`src/rtl/block_ram_requester.sv`:
```
// Request front-end for a 1-cycle-latency block RAM with a 2-entry response FIFO.
// Define BLOCK_RAM_REQUESTER_WRITE_RESPONSE_EN to make writes return the old word.
module block_ram_requester #(
  parameter int DATA_WIDTH = 16,
  parameter int ADDR_WIDTH = 10
) (
  input  logic                  clock,
  input  logic                  reset,
  input  logic                  reqValid,
  output logic                  reqReady,
  input  logic                  reqWrite,
  input  logic [ADDR_WIDTH-1:0] reqAddress,
  input  logic [DATA_WIDTH-1:0] reqData,
  output logic                  rspValid,
  input  logic                  rspReady,
  output logic [DATA_WIDTH-1:0] rspData,
  output logic                  ramEnable,
  output logic                  ramWriteEnable,
  output logic [ADDR_WIDTH-1:0] ramAddress,
  output logic [DATA_WIDTH-1:0] ramDataIn,
  input  logic [DATA_WIDTH-1:0] ramDataOut
);

  logic [DATA_WIDTH-1:0] r_mem [2];
  logic [1:0]            r_count;
  logic                  r_wptr;
  logic                  r_rptr;
  logic                  r_inflight;

  logic                  w_accept;
  logic                  w_rsp_req;
  logic                  w_push;
  logic                  w_pop;
  logic [2:0]            w_level;

  assign rspValid = (r_count != 2'd0);
  assign rspData  = r_mem[r_rptr];
  assign w_pop    = rspValid & rspReady;
  assign w_push   = r_inflight;

  // Slots already committed once this cycle's pop is taken into account.
  assign w_level  = {1'b0, r_count} + {2'b00, r_inflight} - {2'b00, w_pop};
  assign reqReady = ~reset & (w_level < 3'd2);
  assign w_accept = reqValid & reqReady;

  assign ramEnable      = w_accept;
  assign ramWriteEnable = w_accept & reqWrite;
  assign ramAddress     = reqAddress;
  assign ramDataIn      = reqData;

`ifdef BLOCK_RAM_REQUESTER_WRITE_RESPONSE_EN
  assign w_rsp_req = w_accept;
`else
  assign w_rsp_req = w_accept & ~reqWrite;
`endif

  always_ff @(posedge clock) begin
    if (reset) begin
      r_inflight <= 1'b0;
      r_count    <= 2'd0;
      r_wptr     <= 1'b0;
      r_rptr     <= 1'b0;
      r_mem[0]   <= '0;
      r_mem[1]   <= '0;
    end else begin
      r_inflight <= w_rsp_req;
      if (w_push) begin
        r_mem[r_wptr] <= ramDataOut;
        r_wptr        <= ~r_wptr;
      end
      if (w_pop) begin
        r_rptr <= ~r_rptr;
      end
      unique case ({w_push, w_pop})
        2'b10:   r_count <= r_count + 2'd1;
        2'b01:   r_count <= r_count - 2'd1;
        default: r_count <= r_count;
      endcase
    end
  end

endmodule

```
`config.mk`:
```
export PLATFORM = sky130hd
export DESIGN_NAME = block_ram_requester
export DESIGN_NICKNAME = d
export VERILOG_FILES = /design/src/rtl/block_ram_requester.sv
export SDC_FILE = /design/constraint.sdc
export NUM_CORES = 1
export LEC_CHECK = 0
export ABC_CLOCK_PERIOD_IN_PS = 3600
export CAP_MARGIN = 40
export CORE_ASPECT_RATIO = 0.7
export CORE_MARGIN = 5
export CORE_UTILIZATION = 40
export DETAILED_ROUTE_END_ITERATION = 6
export PLACE_DENSITY = 0.82
export SLEW_MARGIN = 20
export SYNTH_ARGS = -nofsm -noshare
export SYNTH_HDL_FRONTEND = slang
export SYNTH_SLANG_ARGS = --single-unit
```
`constraint.sdc`:
```
create_clock -name clock -period 3.6 [get_ports clock]
set_clock_uncertainty 0.15 [all_clocks]
set_input_delay 0.72 -clock clock [delete_from_list [all_inputs] [get_ports clock]]
set_output_delay 0.72 -clock clock [all_outputs]
set_load 0.005 [all_outputs]
```
# Word-level counts from Yosys, hierarchy flattened
# Memory sizes are Yosys's and may differ from the RTL's. A register that Yosys moved wholly into a read port is not among the register bits.
# Cells that the tools add are included.
# totals
ff_bits	5
mem_bits_rw	32
input_bits	47
output_inout_bits	46
n_memories	1
# classes
n_addsub	4
order_cmp	1
n_eq_ne	2
muxes	11
bitwise_logic	9
n_reduce_logical	3
# memory_table
memory	depth	width	read_ports	rd_ports_with_merged_regs	write_ports	line_no	text
r_mem	2	16	1	1	2	24	logic [DATA_WIDTH-1:0] r_mem [2];
# ops
operator	n
$mux W16	1
$reduce_or A16 Y1	1
$mux W1	9
$and A1 B1 Y1	5
$not A1 Y1	4
$pmux W2 S2	1
$reduce_bool A2 Y1	2
$add A2 B1 Y3	1
$lt A3 B2 Y1 const B	1
$sub A3 B1 Y3	1
$add A2 B1 Y2 const B	1
$eq A2 B1 Y1 const B	1
$eq A2 B2 Y1 const B	1
$sub A2 B1 Y2 const B	1

# Longest topological paths before layout
# logic_depth
word_depth	7
ltp_mapped	7

# Worst setup path before layout
# No wires, ideal clock.
# synth_path
kind	in2out
startpoint	input rspReady
endpoint	output ramWriteEnable
t_arrival_ns	2.339
t_required_ns	2.730
slack_ns	0.391
path_stages	7
path_buffers	0
cell_sequence	o21a_1 > ha_1 > or2b_1 > fa_1 > xor2_1 > nor3b_2 > and3_1
# synth_between
elab_chain_cells	6
# synth_lines
element	line_no	text
start, declared	15	input logic rspReady,
$and A1 B1 Y1	38	assign w_pop = rspValid & rspReady;
$sub A3 B1 Y3	42	assign w_level = {1'b0, r_count} + {2'b00, r_inflight} - {2'b00, w_pop};
$lt A3 B2 Y1	43	assign reqReady = ~reset & (w_level < 3'd2);
$and A1 B1 Y1	43	
named net reqReady	10	output logic reqReady,
$and A1 B1 Y1	44	assign w_accept = reqValid & reqReady;
$and A1 B1 Y1	47	assign ramWriteEnable = w_accept & reqWrite;
end, declared	18	output logic ramWriteEnable,
# The timed path passes the listed nets, and every way through them passes these cells.

# Worst setup path in the final report
# layout_path
startpoint	input rspReady
endpoint	output ramWriteEnable
# layout_between
elab_chain_cells	6
# layout_lines
element	line_no	text
$and A1 B1 Y1	38	
named net w_pop	33	logic w_pop;
$sub A3 B1 Y3	42	
$lt A3 B2 Y1	43	
$and A1 B1 Y1	43	
$and A1 B1 Y1	44	
$and A1 B1 Y1	47	
# The timed path passes the listed nets, and every way through them passes these cells.

==> results.md <==
- Status: complete, no violations
- #FFs+latches synth: 38
- Clock Latency Late Sink: 0.28 ns
- Top cell type's share of synthesized area: 0.504
- Mapped Cells: 162
- Final Hold Violating Endpoints: 0
- # port buffers: 40
- Htree depth: 2
- Area of the die: 0.00627 mm^2
- Share of cells above drive strength 1: 0.185
- Setup Viol. Count Final: 0
- Synth-to-layout area growth: 19.5%
- Max-cap viol count: 0
- Worst r2r dst: r_inflight
- Rows: 21
- Total Routing Usage GR: 0.117
- Avg WL per Cell: 14.1 um
- Required @ worst endpoint: 2.73 ns
- Critical path arrival: 2.63 ns
- Die H: 67.7 um
- Via/cell ratio: 4.72
- Synth Area per Inst: 11.8 um^2
- Sum Neg Setup Slack: 0 ns
- Min Hold Slack: 0.326 ns
- Initial antenna violation count: 0
- Clock Sinks: 38
- ANT cells: 0
- Cell taking the most area after synthesis: edfxtp_1
- Fmax: 286 MHz
- WHS Path Cells: 2
- Flop-to-flop setup slack: 1.22 ns
- Boundary pin count: 93
- Min-Delay Endpoint: r_wptr
- Fin crit share: 0.972
- Initial DRC count: 25
- CTS tree: yes
- Bufs on Longest Clock Path: 2
- GP Congestion: 0.679
- Maximum vdd drop: 276 uV
- Total Nets Final: 233
- Yosys Warn Count: 0
- Worst hold path type: register to register
- Die width: 92.5 um
- Number of global-route vias before repair: 1,199
- Static Leak: 0.836 nW
- DRT antenna net count: 0
- Via count: 1,137
- CP Capture Type: output port
- Worst slew margin: 0.505
- Worst-Margin Slew: 0.741 ns
- DR pass1 iterations: 4
- CP Class: input port to output port
- Pins over their slew limit: 0
- Synthesized area: 0.00191 mm^2
- CP max FO: 3
- Register area share after synthesis: 0.567
- DRC viols: 0
- Netlist cell types: 24
- CP top delay family: adder cells
- Worst r2r src: r_count[1]
- Global-route wire length before repair: 5.42 mm
- CP max stage delay: 0.36 ns
- Core box area: 0.00470 mm^2
- Initial core utilization: 0.405
- CP Buf/Inv Count: 2
- Critical-path cell list: dlygate4sd2_1 -> o21a_1 -> ha_1 -> or2b_1 -> fa_2 -> xor2_1 -> nor3b_2 -> and3_1 -> buf_2
- R2R cell count: 8
- Total routed wirelength: 3.40 mm
- Nature of the critical path startpoint: input port
- Root Driver: clkbuf_8
- Tmin final: 3.50 ns
- Clk slew on worst S/H paths: 0.06 ns
- PwrDens: 544 mW/mm^2
- Post-Syn Nets: 212
- Grt ovf: 0
- DP HPWL: 2.33 mm
- Top post-synthesis cells by area: edfxtp_1, buf_4, mux2_2
- Worst hold path startpoint: r_wptr
- RSZ-0062 raised after global routing: false
- Pin count of the biggest net entering global routing: 24
- CTS Buf Count: 5
- Slowest-stage cell, CP: fa_2
-- power breakdown --
| part | switching (mW) | internal, mW |
|---|---|---|
| Combinational | 0.140 | 0.251 |
| Sequential | 0.0464 | 0.531 |
| Clock | 0.133 | 0.137 |
| Total | 0.320 | 0.920 |
-- how the worst max path moves through the flow --
stage,cells past startpoint,from,endpoint,slack (ns)
2_1_floorplan,7,rspReady,ramWriteEnable,0.39
3_3_place_gp,9,rspReady,ramWriteEnable,-0.48
5_1_grt,9,rspReady,ramWriteEnable,0.0003
4_1_cts,9,rspReady,ramWriteEnable,0.06
3_5_place_dp,9,rspReady,ramWriteEnable,-0.51
6_report,9,rspReady,ramWriteEnable,0.10
-- routing by layer --
metal	wire length [um]	track usage	share of wire
met1	1440	0.137	0.42
met2	1700	0.202	0.50
met3	244	0.0468	0.072
met4	14	0.0333	0.0041
met5	0	0	0
-- kinds of logic after synthesis --
group | count (synthesis) | synth area share
simple gates | 63 | 0.164
xor+xnor | 4 | 0.0184
fa+ha+maj | 3 | 0.0236
buf+inv | 34 | 0.121
flops | 38 | 0.567
mux | 16 | 0.0945
compound gates | 4 | 0.0118
-- state kept, by name (all words and copies together) (netlist names), named ones only --
register    flops
r_mem          32
r_inflight      1
r_rptr          1
r_wptr          1
r_count         2
-- cells in the final DEF, fill, tap and decap left out, drive strengths merged, types with 6 or more instances in the layout --
cell type and count:
dfxtp 6, edfxtp 32, clkbuf 8, nand2b 19
mux2 16, buf 10, nor2 35, clkdlybuf4s50 36
-- worst reg2reg max path: stages, from the launching register on --
cell and delay, ns:
dfxtp_1 0.37, o21a_1 0.22, ha_1 0.31, or2b_1 0.26
fa_2 0.36, xor2_1 0.16, nor3b_2 0.20, buf_4 0.14
and3b_1 0.15
-- synthesized netlist by cell type --
master / n
a21oi_1: 2
and2_1: 1
and3_1: 1
and3b_1: 1
buf_2: 4
buf_4: 26
clkbuf_1: 3
dfxtp_1: 6
edfxtp_1: 32
fa_1: 1
ha_1: 2
inv_1: 1
mux2_2: 16
nand2_1: 2
nand2b_1: 19
nor2_1: 35
nor3b_2: 1
o21a_1: 1
o21ai_0: 1
or2_2: 1
or2b_1: 1
or3_1: 1
xnor2_1: 2
xor2_1: 2
-- what timing repair did --
item | 4_1_cts | 5_1_grt
resized for setup | 14 | 0
endpoints found under the setup margin | 3 | 1
setup buffers | 1 | 0
pin swaps | 5 | 1
hold buffers | 0 | 0
-- final cells by class --
cell class,instances,area [um^2]
inverter,1,3.75
timing repair buffer,47,444
clock buffer,8,80.1
multi-input combinational,90,597
tap,57,71.3
fill,435,2430
sequential,38,1080
-- per-stage QoR --
step	cells	instance area [um^2]	util	total power, mW	setup WS, ns
6_report	241	2280	0.484	1.24	0.102
5_1_grt	241	2280	0.484	1.32	0.000268
4_1_cts	240	2260	0.481	1.26	0.0584
3_5_place_dp	231	2190	0.465	0.987	-0.512
3_3_place_gp	231	2190	0.465	0.978	-0.479
2_1_floorplan	162	1910	-	0.796	0.391
Note: power is estimated with default switching activity, not from simulation.
